`src/rtl/reset_sequencer.sv`:
```
// Power-on reset sequencer: 2-flop power-good sync, debounce, then one stage released every STAGE_DELAY cycles.
// RST_SEQ_REVERSE_EN: shutdown re-asserts stages top-down DOWN_DELAY apart; otherwise all stages drop on one edge.
module reset_sequencer #(
    parameter int NUM_STAGES  = 4,
    parameter int COUNT_WIDTH = 24,
    parameter int STAGE_DELAY = 5000000,
    parameter int DOWN_DELAY  = 50000
) (
    input  logic                  clk,
    input  logic                  rst_l,
    input  logic                  pwr_good,
    input  logic                  force_rst,
    output logic [NUM_STAGES-1:0] rst_out_l,
    output logic                  seq_done,
    output logic [1:0]            seq_state
);

    localparam int IDX_W = $clog2(NUM_STAGES);
    localparam logic [COUNT_WIDTH-1:0] STAGE_LAST = COUNT_WIDTH'(STAGE_DELAY - 1);
    localparam logic [IDX_W-1:0]       LAST_IDX   = IDX_W'(NUM_STAGES - 1);

    localparam logic [1:0] ST_OFF      = 2'd0;
    localparam logic [1:0] ST_DEBOUNCE = 2'd1;
    localparam logic [1:0] ST_RAMP     = 2'd2;
    localparam logic [1:0] ST_ON       = 2'd3;

    if (NUM_STAGES < 2 || NUM_STAGES > 8 || STAGE_DELAY < 1 || DOWN_DELAY < 1
        || longint'(STAGE_DELAY) >= (longint'(1) << COUNT_WIDTH)
        || longint'(DOWN_DELAY) >= (longint'(1) << COUNT_WIDTH)) begin : g_bad_cfg
        $error("reset_sequencer: parameter out of range");
    end

`ifdef RST_SEQ_REVERSE_EN
    localparam logic [COUNT_WIDTH-1:0] DOWN_LAST = COUNT_WIDTH'(DOWN_DELAY - 1);
    typedef enum logic [2:0] {S_OFF, S_DEBOUNCE, S_RAMP, S_ON, S_DOWN} state_t;
`else
    typedef enum logic [1:0] {S_OFF, S_DEBOUNCE, S_RAMP, S_ON} state_t;
`endif

    state_t                 state;
    logic                   pg_meta;
    logic                   pg_s;
    logic [COUNT_WIDTH-1:0] cnt;
    logic [IDX_W-1:0]       idx;
    logic                   abort;

    assign abort = !pg_s || force_rst;

    function automatic logic [COUNT_WIDTH-1:0] sat_inc(input logic [COUNT_WIDTH-1:0] v);
        return (v == '1) ? v : v + 1'b1;
    endfunction

    always_ff @(posedge clk) begin
        if (!rst_l) begin
            pg_meta   <= 1'b0;
            pg_s      <= 1'b0;
            state     <= S_OFF;
            cnt       <= '0;
            idx       <= '0;
            rst_out_l <= '0;
            seq_done  <= 1'b0;
            seq_state <= ST_OFF;
        end else begin
            pg_meta <= pwr_good;
            pg_s    <= pg_meta;
            case (state)
                S_OFF: begin
                    rst_out_l <= '0;
                    seq_done  <= 1'b0;
                    seq_state <= ST_OFF;
                    cnt       <= '0;
                    idx       <= '0;
                    if (!abort) begin
                        // The cycle pg_s is first seen high already counts as one stable cycle.
                        if (STAGE_LAST == '0) begin
                            rst_out_l <= NUM_STAGES'(1);
                            idx       <= IDX_W'(1);
                            state     <= S_RAMP;
                            seq_state <= ST_RAMP;
                        end else begin
                            cnt       <= COUNT_WIDTH'(1);
                            state     <= S_DEBOUNCE;
                            seq_state <= ST_DEBOUNCE;
                        end
                    end
                end
                S_DEBOUNCE: begin
                    if (abort) begin
                        rst_out_l <= '0;
                        cnt       <= '0;
                        state     <= S_OFF;
                        seq_state <= ST_OFF;
                    end else if (cnt == STAGE_LAST) begin
                        rst_out_l[0] <= 1'b1;
                        cnt          <= '0;
                        idx          <= IDX_W'(1);
                        state        <= S_RAMP;
                        seq_state    <= ST_RAMP;
                    end else begin
                        cnt <= sat_inc(cnt);
                    end
                end
                S_RAMP: begin
                    if (abort) begin
                        rst_out_l <= '0;
                        cnt       <= '0;
                        idx       <= '0;
                        state     <= S_OFF;
                        seq_state <= ST_OFF;
                    end else if (cnt == STAGE_LAST) begin
                        rst_out_l[idx] <= 1'b1;
                        cnt            <= '0;
                        if (idx == LAST_IDX) begin
                            state     <= S_ON;
                            seq_done  <= 1'b1;
                            seq_state <= ST_ON;
                        end else begin
                            idx <= idx + 1'b1;
                        end
                    end else begin
                        cnt <= sat_inc(cnt);
                    end
                end
                S_ON: begin
`ifdef RST_SEQ_REVERSE_EN
                    if (abort) begin
                        rst_out_l[NUM_STAGES-1] <= 1'b0;
                        seq_done                <= 1'b0;
                        seq_state               <= ST_OFF;
                        cnt                     <= '0;
                        idx                     <= IDX_W'(NUM_STAGES - 2);
                        state                   <= S_DOWN;
                    end
`else
                    if (abort) begin
                        rst_out_l <= '0;
                        seq_done  <= 1'b0;
                        seq_state <= ST_OFF;
                        cnt       <= '0;
                        idx       <= '0;
                        state     <= S_OFF;
                    end
`endif
                end
`ifdef RST_SEQ_REVERSE_EN
                S_DOWN: begin
                    // Shutdown always runs to completion; pg_s and force_rst are ignored here.
                    if (cnt == DOWN_LAST) begin
                        rst_out_l[idx] <= 1'b0;
                        cnt            <= '0;
                        if (idx == '0) begin
                            state <= S_OFF;
                        end else begin
                            idx <= idx - 1'b1;
                        end
                    end else begin
                        cnt <= sat_inc(cnt);
                    end
                end
`endif
                default: begin
                    rst_out_l <= '0;
                    seq_done  <= 1'b0;
                    seq_state <= ST_OFF;
                    cnt       <= '0;
                    idx       <= '0;
                    state     <= S_OFF;
                end
            endcase
        end
    end

endmodule

```
`config.mk`:
```
export PLATFORM = sky130hd
export DESIGN_NAME = reset_sequencer
export DESIGN_NICKNAME = d
export VERILOG_FILES = /design/src/rtl/reset_sequencer.sv
export SDC_FILE = /design/constraint.sdc
export NUM_CORES = 1
export LEC_CHECK = 0
export ABC_AREA = 1
export CAP_MARGIN = 20
export CORE_AREA = 10 10 79 81
export CTS_CLUSTER_DIAMETER = 100
export DETAILED_ROUTE_END_ITERATION = 10
export DIE_AREA = 0 0 89 91
export PLACE_DENSITY = 0.72
export SYNTH_ARGS = -nofsm -noshare
export SYNTH_HDL_FRONTEND = slang
export SYNTH_SLANG_ARGS = --single-unit
```
`constraint.sdc`:
```
create_clock -name clk -period 5.1 [get_ports clk]
set_input_delay 1.02 -clock clk [delete_from_list [all_inputs] [get_ports clk]]
set_output_delay 1.02 -clock clk [all_outputs]
set_load 0.02 [all_outputs]
```
* After elaboration in Yosys (flattened, before gate mapping)
Index checks and enable logic that the tools add are counted.
Storage, ports and cells: register bits after elaboration 37, bits in latches 0, RAM bits 0, bits in read-only memories 0, bits of input ports 4, output and inout port bits 7, word-level logic and storage cells 82, memories 0
Cells by class: $add $sub $neg 2, $mul 0, divide/modulo/power cells 0, $lt $le $gt $ge 2, eq/ne operators 19, shift-type cells 0, multiplexer cells 36, bitwise logic cells 1, reductions and logical operators 13
Operators with widths (number):
- two-way mux 24 bit | 4
- one-hot mux 24 bit (3 select lines) | 1
- adder 24 x 1 -> 24 bit, second input constant | 1
- equality test 24 x 23 -> 1 bit, second input constant | 1
- equality test 24 bit, second input constant | 1
- two-way mux 2 bit | 12
- one-hot mux 2 bit (4 select lines) | 3
- != test 2 bit, second input constant | 8
- one-hot mux 4 bit (4 select lines) | 1
- AND reduction 5 bit | 3
- two-way mux 4 bit | 3
- != test 3 bit, second input constant | 4
- two-way mux 1 bit | 9
- equality test 2 bit, second input constant | 3
- AND reduction 3 bit | 2
- != test 4 bit, second input constant | 1
- OR 4 bit | 1
- AND reduction 4 bit | 1
- < comparator 2 x 3 -> 1 bit, second input constant | 1
- two-way mux 3 bit | 1
- one-hot mux 1 bit (3 select lines) | 1
- nonzero test 3 bit | 1
- adder 2 x 1 -> 2 bit, second input constant | 1
- demux 1 bit (select 2 bit) | 1
- 8 further kinds | 8

* Logic depth before layout (Yosys ltp)
depth after elaboration 8, gate-level depth with buffers 12, gate-level depth less buffers 12

* Worst setup path before layout
No wires, ideal clock.
kind in2reg, start input force_rst, end register cnt[23], library setup time 115 ps, data arrival time 1975 ps, required time 4985 ps, path slack 3010 ps, stages on the path 9, path buffers 1, cells stage by stage nor2_1 -> inv_1 -> nor2_1 -> nand3_2 -> nand2_4 -> inv_4 -> buf_6 -> a21oi_1 -> nor2_1
On the way: cells in the longest elaborated chain, start to end 3, elaborated cells on any way between the ends 6, those cells by class eq/ne: 2; mux: 2; reduce/logical: 2
RTL lines:
- from (decl) | RTL line 12 | input logic force_rst,
- logical OR 1 bit (*) | RTL line 47 | assign abort = !pg_s || force_rst;
- two-way mux 24 bit (tied with other cells) | RTL line 104 | if (abort) begin
- one-hot mux 24 bit (3 select lines) or AND reduction 2 bit (tied branches)
- to (signal assigned) | RTL line 100 | cnt <= sat_inc(cnt);
- to (signal assigned) | RTL line 121 | cnt <= sat_inc(cnt);
- to (decl) | RTL line 43 | logic [COUNT_WIDTH-1:0] cnt;
Every way passes the cells marked *; elsewhere a longest branch is shown, timed or not. A chain may end at the register's enable or synchronous reset.

* Worst setup path after layout
Ends and elaborated chain as after synthesis.

==> impl_metrics.tcl <==
set metrics [dict create \
    cts_tree "done" \
    hold_class "reg -> reg" \
    fp.dieW_um 89 \
    seqPwrFrac_pct 37.6 \
    final_cells 467 \
    synth_area_per_cell_um2 6.27 \
    synth_edf_count 0 \
    yosys.area.top_type "dfxtp_1" \
    finalHoldViolations 0 \
    powerDensity_mw_per_mm2 311 \
    fin_crit_sh_pct 66.1 \
    synth.top_cell.area_share_pct 29.2 \
    fin_skew_ns 0.00897 \
    async_flop_share_pct 0 \
    holdBufCountCts 0 \
    internal_power_mw 0.580 \
    rows 25 \
    grtUsageTotal_pct 15.9 \
    die_y_um 91 \
    ys_seq_elements 37 \
    cts.sinks 37 \
    overflow 0 \
    wl_per_cell_um 13.2 \
    cp_max_fo 25 \
    drtIter0Drc 216 \
    whs_ns 0.426 \
    netlist_top_cells_count "nand2_1, nor2_1, inv_1, dfxtp_1, nand3_1" \
    synth_nets 420 \
    die-area_mm2 0.00810 \
    post_cts.repair.setup_buffers 0 \
    swShare_pct 33.0 \
    place.gp.congestion 0.902 \
    netlist_instances 405 \
    nets 427 \
    yosysUniqueCellTypes 33 \
    clk_path_buf_depth 2 \
    viasPerCell 5.33 \
    synth-seq-area-share_pct 29.2 \
    fill_cells 439 \
    io_pins 11 \
    setup_viol 0 \
    cp-end-kind "flop" \
    clockPowerShare_pct 36.0 \
    ctsResizeCount 0 \
    grt_max_degree 26 \
    dr.pass1.iters 4 \
    synth_area_mm2 0.00254 \
    peakVddDrop_v 0.000205 \
    status "complete, no violations" \
    p_leak_nw 1.08 \
    hpwl_mm 4.49 \
    rsz0062_at_grt "false" \
    grt_pass1_vias 2337 \
    diodes 0 \
    tightest_slew_ns 0.967 \
    ant_nets 0 \
    combPwrFrac_pct 26.5 \
    fin_setup_tns_ns 0 \
    via_count 2491 \
    synth_most_common_cell "nand2_1" \
    max_cap_violations 0 \
    port_buffers 10 \
    critPathRequiredTime_ns 5.34 \
    total_power_mw 0.866 \
    ys_warn_count 0 \
    dp.cells 459 \
    net-switching-power_mw 0.286 \
    path_class "in -> reg" \
    insertion_delay_ns 0.30 \
    regArea_um2 741 \
    slew_headroom_pct 35.3 \
    initial_core_util_pct 54.4 \
    post-route-util_pct 59.7 \
    syn_to_final_growth_pct 9.66 \
    synth.area.top_cells "dfxtp_1, nand2_1, nor2_1" \
    clkSlewWorstSetupHoldPaths_ns 0.08 \
    cts-buffers-inserted 5 \
    cts-root-buf "clkbuf_8" \
    drive_above_1_share_pct 9.44 \
    crit_arrival_ns 3.61 \
    fmax_ghz 0.296 \
    grt_antenna_before_repair 0 \
    h-tree-depth 2 \
    grt_pass1_wl_mm 10.6 \
    core_mm2 0.00466 \
    ys.flop_type "dfxtp_1" \
    start_kind "input port" \
    multi_input_area_mm2 0.00154 \
    wl_mm 6.18 \
    fin_crit_ns 3.37 \
    drv_slew 0 \
    drc 0 \
]
## power groups by stage
stage	clock network, mW	logic (mW)	registers (mW)
2_1_floorplan	0	0.177	0.329
6_report	0.311	0.229	0.325
3_5_place_dp	0	0.229	0.332
3_3_place_gp	0	0.224	0.331
4_1_cts	0.317	0.230	0.325
5_1_grt	0.332	0.263	0.327
## critical path: stages
cell and delay [ns]:
clkdlybuf4s50_1 0.41, nor2_1 0.74, nand2_1 0.48, nand2_4 0.39, inv_4 0.19, a21oi_2 0.21
nand2_1 0.07, nor2_1 0.09
## sequential cells by signal (all words and copies together) (netlist names)
signal     cells
seq_state      2
rst_out_l      4
pg_s           1
seq_done       1
state          2
idx            2
pg_meta        1
cnt           24
## kinds of logic after synthesis
group | Yosys count | synth area share [%]
buffers and inverters | 62 | 10.3
AND/OR/NAND/NOR | 234 | 41.0
adder cells (fa/ha/maj) | 11 | 5.42
AO/OA/AOI/OAI | 59 | 13.4
flip-flops | 37 | 29.2
XOR/XNOR | 2 | 0.690
## per-stage QoR
stage / area (um2) / worst slack (ns)
floorplan: 2540 / 3.01
global placement: 2650 / 1.57
detailed placement: 2650 / 1.44
CTS: 2780 / 1.74
global route: 2780 / 1.55
finish: 2780 / 1.73
## cell usage in the layout (no fill, tap or decap), types with 5 or more instances in the layout
master / instances
inv_1: 42
nand3_1: 30
a21oi_1: 24
nor2_1: 78
nor3_1: 8
o21bai_1: 6
nand2_1: 91
dfxtp_1: 37
o21ai_1: 7
clkbuf_8: 5
ha_1: 11
clkdlybuf4s50_1: 10
o21ai_0: 13
nand4_1: 10
inv_2: 8
## metal layers
layer | up-vias | global-route usage, % | share of wire (%) | wire length [um]
met3 | 9 | 4.38 | 5.5 | 342
met1 | 1123 | 19.9 | 46 | 2850
met5 | - | 0 | 0 | 0
met2 | 51 | 25.1 | 47 | 2880
li1 | 1308 | - | - | -
met4 | 0 | 5.70 | 1.8 | 109
## path summary, 6_finish.rpt
kind                                 from      end  slack [ns]  cells past startpoint
worst min-delay path              pg_meta     pg_s        0.43                      2
worst max-delay path            force_rst  cnt[23]        1.73                      8
worst min register to register    pg_meta     pg_s        0.43                      2
worst max register to register       pg_s  cnt[23]        2.53                      8
## layout make-up
class                      count  area share (%)
clock inverter                 3            2.47
clock buffer                   5            2.47
sequential                    37            26.6
inverter                      51            6.97
multi-input combinational    306            55.2
tap                           54            2.43
timing repair buffer          11            3.87
No activity file was read; power rests on OpenSTA's default activity.
